===== src/rtl/fetch_ctrl_pkg.sv =====
// Fetch control shared types and codes.
// State encoding plus PC-mux and pop-capture codes.
package fetch_ctrl_pkg;

  typedef enum logic [2:0] {
    RUN,
    INT_PUSH_H,
    INT_PUSH_L,
    INT_JUMP,
    POP_H,
    POP_L,
    RET_JUMP
  } state_t;

  localparam logic [1:0] SEL_PC1  = 2'b00;
  localparam logic [1:0] SEL_RDST = 2'b01;
  localparam logic [1:0] SEL_ISR  = 2'b10;
  localparam logic [1:0] SEL_RET  = 2'b11;

  localparam logic [1:0] POP_NONE = 2'b00;
  localparam logic [1:0] POP_HI   = 2'b10;
  localparam logic [1:0] POP_LO   = 2'b11;

endpackage


===== src/rtl/fetch_ctrl.sv =====
// Fetch controller: PC mux, flush, interrupt
// entry push sequence and RET/RTI pop sequence.
module fetch_ctrl
  import fetch_ctrl_pkg::*;
#(
  parameter int POP_TIMEOUT = 15
) (
  input  logic       clk,
  input  logic       rst,
  input  logic       int_req,
  input  logic       branch_taken,
  input  logic       stall,
  input  logic       jmp_d,
  input  logic       ret_d,
  input  logic       rti_d,
  input  logic       pop_valid,
  output logic       pc_enb,
  output logic [1:0] jump_sel,
  output logic [1:0] pop_l_h,
  output logic       flush,
  output logic       push_req,
  output logic       push_hi,
  output logic       int_ack,
  output logic       int_mask,
  output logic       pop_fault
);

  localparam int CB = $clog2(POP_TIMEOUT + 1);
  localparam int CW = (CB > 4) ? CB : 4;
  localparam logic [CW-1:0] LIM =
    CW'(POP_TIMEOUT - 1);

  state_t          state;
  state_t          state_n;
  logic            is_rti;
  logic [CW-1:0]   cnt;
  logic            in_pop;
  logic            timeout;
  logic            int_go;
  logic            ret_go;
  logic            ret_start;

  assign in_pop  = (state == POP_H) ||
                   (state == POP_L);
  assign timeout = in_pop && !pop_valid &&
                   (cnt == LIM);
  assign int_go  = int_req && !int_mask;
  assign ret_go  = ret_d || rti_d;

  assign ret_start = (state == RUN) &&
                     !branch_taken &&
                     !stall && !int_go &&
                     ret_go;

  // State register
  always_ff @(posedge clk or negedge rst) begin
    if (!rst) begin
      state <= RUN;
    end else begin
      state <= state_n;
    end
  end

  // Interrupt mask, RTI flag and pop timeout counter
  always_ff @(posedge clk or negedge rst) begin
    if (!rst) begin
      int_mask <= 1'b0;
      is_rti   <= 1'b0;
      cnt      <= '0;
    end else begin
      if (state == INT_JUMP) begin
        int_mask <= 1'b1;
      end else if (state == RET_JUMP && is_rti) begin
        int_mask <= 1'b0;
      end
      if (ret_start) begin
        is_rti <= rti_d;
      end
      if (!in_pop || pop_valid) begin
        cnt <= '0;
      end else if (cnt != '1) begin
        cnt <= cnt + 1'b1;
      end
    end
  end

  // Next-state decode
  always_comb begin
    state_n = state;
    unique case (state)
      RUN: begin
        if (branch_taken || stall) begin
          state_n = RUN;
        end else if (int_go) begin
          state_n = INT_PUSH_H;
        end else if (ret_go) begin
          state_n = POP_H;
        end
      end
      INT_PUSH_H: state_n = INT_PUSH_L;
      INT_PUSH_L: state_n = INT_JUMP;
      INT_JUMP:   state_n = RUN;
      POP_H: begin
        if (branch_taken) begin
          state_n = RUN;
        end else if (pop_valid) begin
          state_n = POP_L;
        end else if (timeout) begin
          state_n = RUN;
        end
      end
      POP_L: begin
        if (branch_taken) begin
          state_n = RUN;
        end else if (pop_valid) begin
          state_n = RET_JUMP;
        end else if (timeout) begin
          state_n = RUN;
        end
      end
      RET_JUMP:   state_n = RUN;
      default:    state_n = RUN;
    endcase
  end

  // Output decode from state and current inputs
  always_comb begin
    pc_enb    = 1'b0;
    jump_sel  = SEL_PC1;
    pop_l_h   = POP_NONE;
    flush     = 1'b1;
    push_req  = 1'b0;
    push_hi   = 1'b0;
    int_ack   = 1'b0;
    pop_fault = 1'b0;
    unique case (state)
      RUN: begin
        if (branch_taken) begin
          pc_enb = 1'b1;
          flush  = 1'b0;
        end else if (stall) begin
          flush  = 1'b0;
        end else if (int_go || ret_go) begin
          pc_enb = 1'b0;
        end else if (jmp_d) begin
          pc_enb   = 1'b1;
          jump_sel = SEL_RDST;
        end else begin
          pc_enb = 1'b1;
          flush  = 1'b0;
        end
      end
      INT_PUSH_H: begin
        push_req = 1'b1;
        push_hi  = 1'b1;
      end
      INT_PUSH_L: begin
        push_req = 1'b1;
      end
      INT_JUMP: begin
        pc_enb   = 1'b1;
        jump_sel = SEL_ISR;
        int_ack  = 1'b1;
      end
      POP_H, POP_L: begin
        if (branch_taken) begin
          pc_enb = 1'b1;
          flush  = 1'b0;
        end else if (pop_valid) begin
          pop_l_h = (state == POP_H) ?
                    POP_HI : POP_LO;
        end else if (timeout) begin
          pop_fault = 1'b1;
        end
      end
      RET_JUMP: begin
        pc_enb   = 1'b1;
        jump_sel = SEL_RET;
      end
      default: begin
        pc_enb = 1'b0;
      end
    endcase
    if (!rst) begin
      pc_enb    = 1'b0;
      jump_sel  = SEL_PC1;
      pop_l_h   = POP_NONE;
      flush     = 1'b1;
      push_req  = 1'b0;
      push_hi   = 1'b0;
      int_ack   = 1'b0;
      pop_fault = 1'b0;
    end
  end

endmodule


===== config.mk =====
export PLATFORM = sky130hd
export DESIGN_NAME = fetch_ctrl
export DESIGN_NICKNAME = d
export VERILOG_FILES = /design/src/rtl/fetch_ctrl_pkg.sv /design/src/rtl/fetch_ctrl.sv
export SDC_FILE = /design/constraint.sdc
export NUM_CORES = 1
export LEC_CHECK = 0
export ABC_CLOCK_PERIOD_IN_PS = 3600
export CORE_MARGIN = 8
export CORE_UTILIZATION = 48
export DETAILED_ROUTE_END_ITERATION = 12
export MAX_ROUTING_LAYER = met4
export PLACE_DENSITY = 0.81
export RECOVER_POWER = 50
export SLEW_MARGIN = 20
export SYNTH_ARGS = -nofsm -noshare
export SYNTH_HDL_FRONTEND = slang
export SYNTH_SLANG_ARGS = --single-unit
export TNS_END_PERCENT = 5

===== constraint.sdc =====
create_clock -name clk -period 3.6 [get_ports clk]
set_input_delay 1.08 -clock clk [delete_from_list [all_inputs] [get_ports clk]]
set_output_delay 1.08 -clock clk [all_outputs]
set_load 0.005 [all_outputs]

==> flow_summary.ini, run 1 <==
[floorplan]
core_um2 = 1301
dieArea_um2 = 2857
die_h_um = 53.45
initial_core_util_pct = 51.73
num_rows = 13
die_w_um = 53.45
io_pins = 20

[worst_setup_path]
crit_path_end_kind = primary output
crit_chain = clkdlybuf4s50_1 -> buf_4 -> nand2_1 -> nor3_1 -> clkdlybuf4s50_1
slowest_stage = clkdlybuf4s50_1
worstPathRequired_ns = 2.52
max_stage_delay_ns = 0.53
critPathMostFrequentCell = clkdlybuf4s50_1
cp-start-kind = input port
cp_max_fo = 4
crit_buf_inv = 3
cp_top_family = buffers and inverters
critPathKind = input port to primary output
cp.arrival_ns = 2.40

[min_path]
holdCritPathClass = flip-flop to flip-flop

[cts]
clk_latency_ns = 0.26
clockBufferDepth = 2
clkTransAtPathRegs_ns = 0.05
cts_root_buf = clkbuf_4
cts_buffers = 3
cts_tree = done
htreeDepth = 1
holdBufCountCts = 0
cts_sinks = 9

[place]
gp_routability_congestion = 0.7863
dp_hpwl_mm = 1.441
post_dp_cell_area_um2 = 929.6
portBuffers = 19
pre_cts_slack_ns = -0.1242

[layout]
layout_common_cells = clkdlybuf4s50_1, nor2_1, dfrtp_1
syn2layout_area_growth_pct = 43.68
layout_commonest_cell = clkdlybuf4s50_1
final_nets = 122
drive_gt1_share_pct = 14.55
register_area_um2 = 225.2
antennaDiodeCount = 0
n_fill_cell = 104
multi_input_area_um2 = 429.2
finalInstanceArea_um2 = 967.2

[route]
drc = 0
routed_wl_mm = 1.897
ant_nets = 0
drt-pass1-iter-count = 4
via_count = 740
wire_per_inst_um = 15.18
viasPerCell = 5.920
first_iter_violations = 18

[synthesis]
avgSynthCellArea_um2 = 8.310
synth_cell_types = 31
async_reset_ff_share_pct = 100.0
yosys_warnings = 0
synth_edf_count = 0
synth_area_leaders = dfrtp_1, nor2_1, nand2b_1
synth_area_leader_cell = dfrtp_1
synth_ff_type = dfrtp_1
ys_seq_area_share_pct = 33.46
netlist_area_um2 = 673.1
syn_nets = 92
synth_top_cell_area_share_pct = 33.46
synthCells = 81
ys_seq_elements = 9

[power_and_ir_drop]
p_sw_share_pct = 39.89
seq_power_share_pct = 37.3
p_switching_w = 0.0001994
p_int_w = 0.0003005
irDropWorstVdd_mv = 0.3051
p_leak_nw = 0.4143
combPwrFrac_pct = 47.4
power_density_nw_per_um2 = 516.9
p_clk_share_pct = 15.3

[global_routing]
antenna_found_initial = 0
overflow = 0
met1_usage_pct = 17.01
gr-max-usage-layer = met2
grt_pass1_wl_mm = 3.180
track_usage_pct = 15.09
grtUsageMet2_pct = 25.00
grtUsageMet3_pct = 6.443
grt_start_max_net_pins = 16
grt_pass1_vias = 721

[sta]
finalWorstSetupSlack_ns = 0.1238
setup_viol = 0
hold_viol = 0
fmax_mhz = 287.7
slew_headroom_pct = 68.87
skew_ns = 0.009732
rsz0062_at_grt = no
fin_crit_ns = 3.476
report.final.slew_viol_count = 0
worstMarginPinSlew_ns = 0.4669
final.period_utilization_pct = 96.56

[flow_run]
maxCapViolations = 0

[outcome]
status = complete, no violations
==> what timing repair did <==
action	in CTS	in global routing
buffers inserted	0	1
gates cloned	0	0
pin swaps	0	3
resized for setup	6	4
endpoints found under the setup margin	5	2
==> kinds of logic (layout without fill, tap and decap cells) <==
logic type | count (synthesis) | count (layout) | share of synthesized area, %
buf+inv | 7 | 36 | 4.647
simple gates | 45 | 45 | 36.62
flops | 9 | 9 | 33.46
fa+ha+maj | 2 | 2 | 3.717
compound gates | 16 | 16 | 18.96
xor+xnor | 2 | 2 | 2.603
==> routing by layer <==
| layer | share of wire, % | wire length [um] | vias to the layer above |
|---|---|---|---|
| li1 | - | - | 354 |
| met3 | 7.0 | 133 | 2 |
| met5 | 0 | 0 | - |
| met4 | 0.90 | 17 | 0 |
| met2 | 50 | 953 | 33 |
| met1 | 42 | 793 | 351 |
==> synthesized netlist by cell type, drive strengths merged (2+ instances only) <==
cell type  number
dfrtp           9
nand2b          5
nor3            5
buf             4
inv             3
a31oi           2
nand2           6
o2bb2ai         2
nand3           6
ha              2
xnor2           2
o211ai          2
a21oi           4
nand3b          2
nor2           10
nor3b           2
==> cell type report <==
type | count | share of cell area (%)
well taps | 15 | 1.940
repair buffers | 29 | 26.52
multi-input cells | 65 | 44.37
flip-flops and latches | 9 | 23.29
inverters | 3 | 1.164
clock buffers | 4 | 2.717
==> power by group through the flow <==
stage	clock, W	combinational (W)	sequential, W
after floorplan	0	0.000166	0.000145
after global placement	0	0.000234	0.000182
after detailed placement	0	0.000241	0.000185
after CTS	0.0000791	0.000240	0.000185
after global routing	0.0000846	0.000259	0.000194
final	0.0000766	0.000237	0.000186
==> stage by stage <==
step           hold WS (ns)   TNS, ns  util [%]  total power [W]  instances
4_1_cts              0.4926  -0.06804     73.85        0.0005041        124
5_1_grt              0.5441         0     74.33        0.0005381        125
2_1_floorplan        0.4562         0         -        0.0003104         81
6_report             0.4877         0     74.33        0.0004999        125
3_5_place_dp         0.4749   -0.3814     71.44        0.0004261        120
3_3_place_gp         0.4878   -0.3126     71.44        0.0004159        120
==> path summary, 6_finish.rpt <==
check	from	to	slack (ns)	depth (start not counted)
worst max-delay path	pop_valid	pop_l_h[0]	0.12	5
worst min-delay path	is_rti	is_rti	0.49	1
worst max register to register	state[2]	state[0]	1.94	4
worst min register to register	is_rti	is_rti	0.49	1
max in group asynchronous	rst	cnt[1]	2.13	2
min in group asynchronous	rst	state[1]	1.14	2
==> worst reg2reg max path, delay by kind of cell, from the launching register on <==
kind	cells	cell delay, ns
AOI/OAI and AO/OA	2	0.32
DFF	1	0.61
and+or+nand+nor	1	0.42
buffers and inverters	1	0.18
==> registers in the layout (all words and copies together) (netlist names) <==
name      count
cnt           4
state         3
int_mask      1
is_rti        1
(Power assumes the default switching activity.)
==> run 2: changes to the inputs <==
Settings changed: CAP_MARGIN set to 40, CORE_UTILIZATION 48 to 40, PLACE_DENSITY 0.81 to 0.7.
==> flow_summary.ini, run 2 (synthesis gave the netlist of run 1 again) <==
[route]
ant_nets = 0
first_iter_violations = 10
drt-pass1-iter-count = 4
drc = 0
viasPerCell = 5.656
via_count = 724
wire_per_inst_um = 13.73
routed_wl_mm = 1.758

[power_and_ir_drop]
power_density_nw_per_um2 = 515.3
irDropWorstVdd_mv = 0.3368
power_w = 0.0004990
p_sw_share_pct = 38.97
p_switching_w = 0.0001945
p_clk_share_pct = 15.6
combPwrFrac_pct = 47.3
p_int_w = 0.0003046
seq_power_share_pct = 37.1
p_leak_nw = 0.4012

[layout]
layout_common_cells = clkdlybuf4s50_1, nor2_1, dfrtp_1
n_fill_cell = 168
final_nets = 123
reg_top3 = cnt (4), state (3)
final_core_utilization_pct = 58.64
antennaDiodeCount = 0
largest_reg_flops = 4
syn2layout_area_growth_pct = 43.87
top_register = cnt
drive_gt1_share_pct = 14.41
finalInstanceArea_um2 = 968.4
layout_commonest_cell = clkdlybuf4s50_1

[worst_setup_path]
r2r_start = state[2]
slowest_stage = clkdlybuf4s50_1
worstPathRequired_ns = 2.52
rr_worst_depth = 4
cp_max_fo = 3
cp.arrival_ns = 2.47
critPathKind = input port to primary output
rr_endpoint = state[0]
critPathMostFrequentCell = clkdlybuf4s50_1
crit_path_end_kind = primary output
rrSetupSlack_ns = 1.98
crit_chain = clkdlybuf4s50_1 -> nor2_1 -> nand3b_1 -> a31o_2 -> clkdlybuf4s50_1
cp-start-kind = input port
max_stage_delay_ns = 0.45

[sta]
fin_crit_ns = 3.546
skew_ns = 0.005746
setup_viol = 0
finalSetupTns_ns = 0
slew_headroom_pct = 69.65
report.final.slew_viol_count = 0
final.period_utilization_pct = 98.49
rsz0062_at_grt = no
fmax_mhz = 282.0
hold_viol = 0
finalWorstSetupSlack_ns = 0.05444
worstMarginPinSlew_ns = 0.4552

[global_routing]
grt_pass1_wl_mm = 3.042
grt_pass1_vias = 718
track_usage_pct = 11.25
grt_start_max_net_pins = 16
overflow = 0
antenna_found_initial = 0

[cts]
holdBufCountCts = 0
cts_tree = done
clkTransAtPathRegs_ns = 0.06
clockBufferDepth = 2
cts_sinks = 9
htreeDepth = 1
clk_latency_ns = 0.26
cts_buffers = 3
cts_root_buf = clkbuf_4

[min_path]
worstHoldPathCells = 1
min_from = is_rti
hold_path_end = is_rti
holdCritPathClass = flip-flop to flip-flop

[place]
dp_hpwl_mm = 1.350
portBuffers = 19
gp_routability_congestion = 0.7331
post_dp_cell_area_um2 = 939.7
pre_cts_slack_ns = -0.1201

[floorplan]
io_pins = 20
die_h_um = 57.02
num_rows = 15
core_um2 = 1652
die_w_um = 57.02
initial_core_util_pct = 40.76
dieArea_um2 = 3251

[outcome]
status = complete, no violations

[flow_run]
maxCapViolations = 0
run 2: cell types whose count changed in the layout (fill, tap and decap cells not counted), sizes merged:
cell / change
dlygate4sd2: +1
clkdlybuf4s50: +1
clkbuf: +1
dlymetal6s2s: -2
run 2: power groups by stage:
| stage | Combinational, W | Sequential, W | Clock, W |
|---|---|---|---|
| after floorplan | 0.000166 | 0.000145 | 0 |
| after global placement | 0.000233 | 0.000185 | 0 |
| after detailed placement | 0.000235 | 0.000184 | 0 |
| after CTS | 0.000234 | 0.000185 | 0.0000807 |
| after global routing | 0.000259 | 0.000193 | 0.0000858 |
| final | 0.000236 | 0.000185 | 0.0000777 |
run 2: worst max-delay path, delay by kind of cell:
| kind | cells | cell delay, ns |
|---|---|---|
| buffers and inverters | 2 | 0.86 |
| AOI/OAI and AO/OA | 1 | 0.25 |
| and+or+nand+nor | 2 | 0.27 |
run 2: layout make-up:
cell class	count	area (um^2)	area share, %
clock buffers	4	26.28	2.713
inverters	3	11.26	1.163
multi-input cells	65	426.7	44.06
flip-flops and latches	9	225.2	23.26
well taps	17	21.27	2.196
repair buffers	30	257.7	26.61
run 2: layer usage:
metal	track usage, %	wire (um)	part of all wire, %	vias to the layer above
met2	16.12	756	43	21
met4	3.691	12	0.68	0
met3	3.548	76	4.3	2
li1	-	-	-	360
met5	-	0	0	-
met1	14.58	912	52	341
run 2: stage by stage:
step | std cells | hold WS, ns
floorplan | 81 | 0.4562
global placement | 123 | 0.4819
detailed placement | 123 | 0.4839
CTS | 127 | 0.4983
global route | 128 | 0.5329
finish | 128 | 0.4944
run 2: worst max-delay path by stage:
stage,slack (ns),endpoint,cells past startpoint,startpoint
after floorplan,0.71,jump_sel[0],3,stall
after global placement,-0.13,pc_enb,6,stall
after detailed placement,-0.12,pc_enb,6,stall
after CTS,0.03,flush,5,stall
after global routing,0.02,flush,5,rti_d
final,0.05,flush,5,rti_d
run 2: repair_timing:
action                     in CTS  in global routing
pin swaps                       2                  1
gates resized for setup         7                  1
setup endpoints to repair       7                  1
setup buffers                   0                  1
cloned                          0                  0
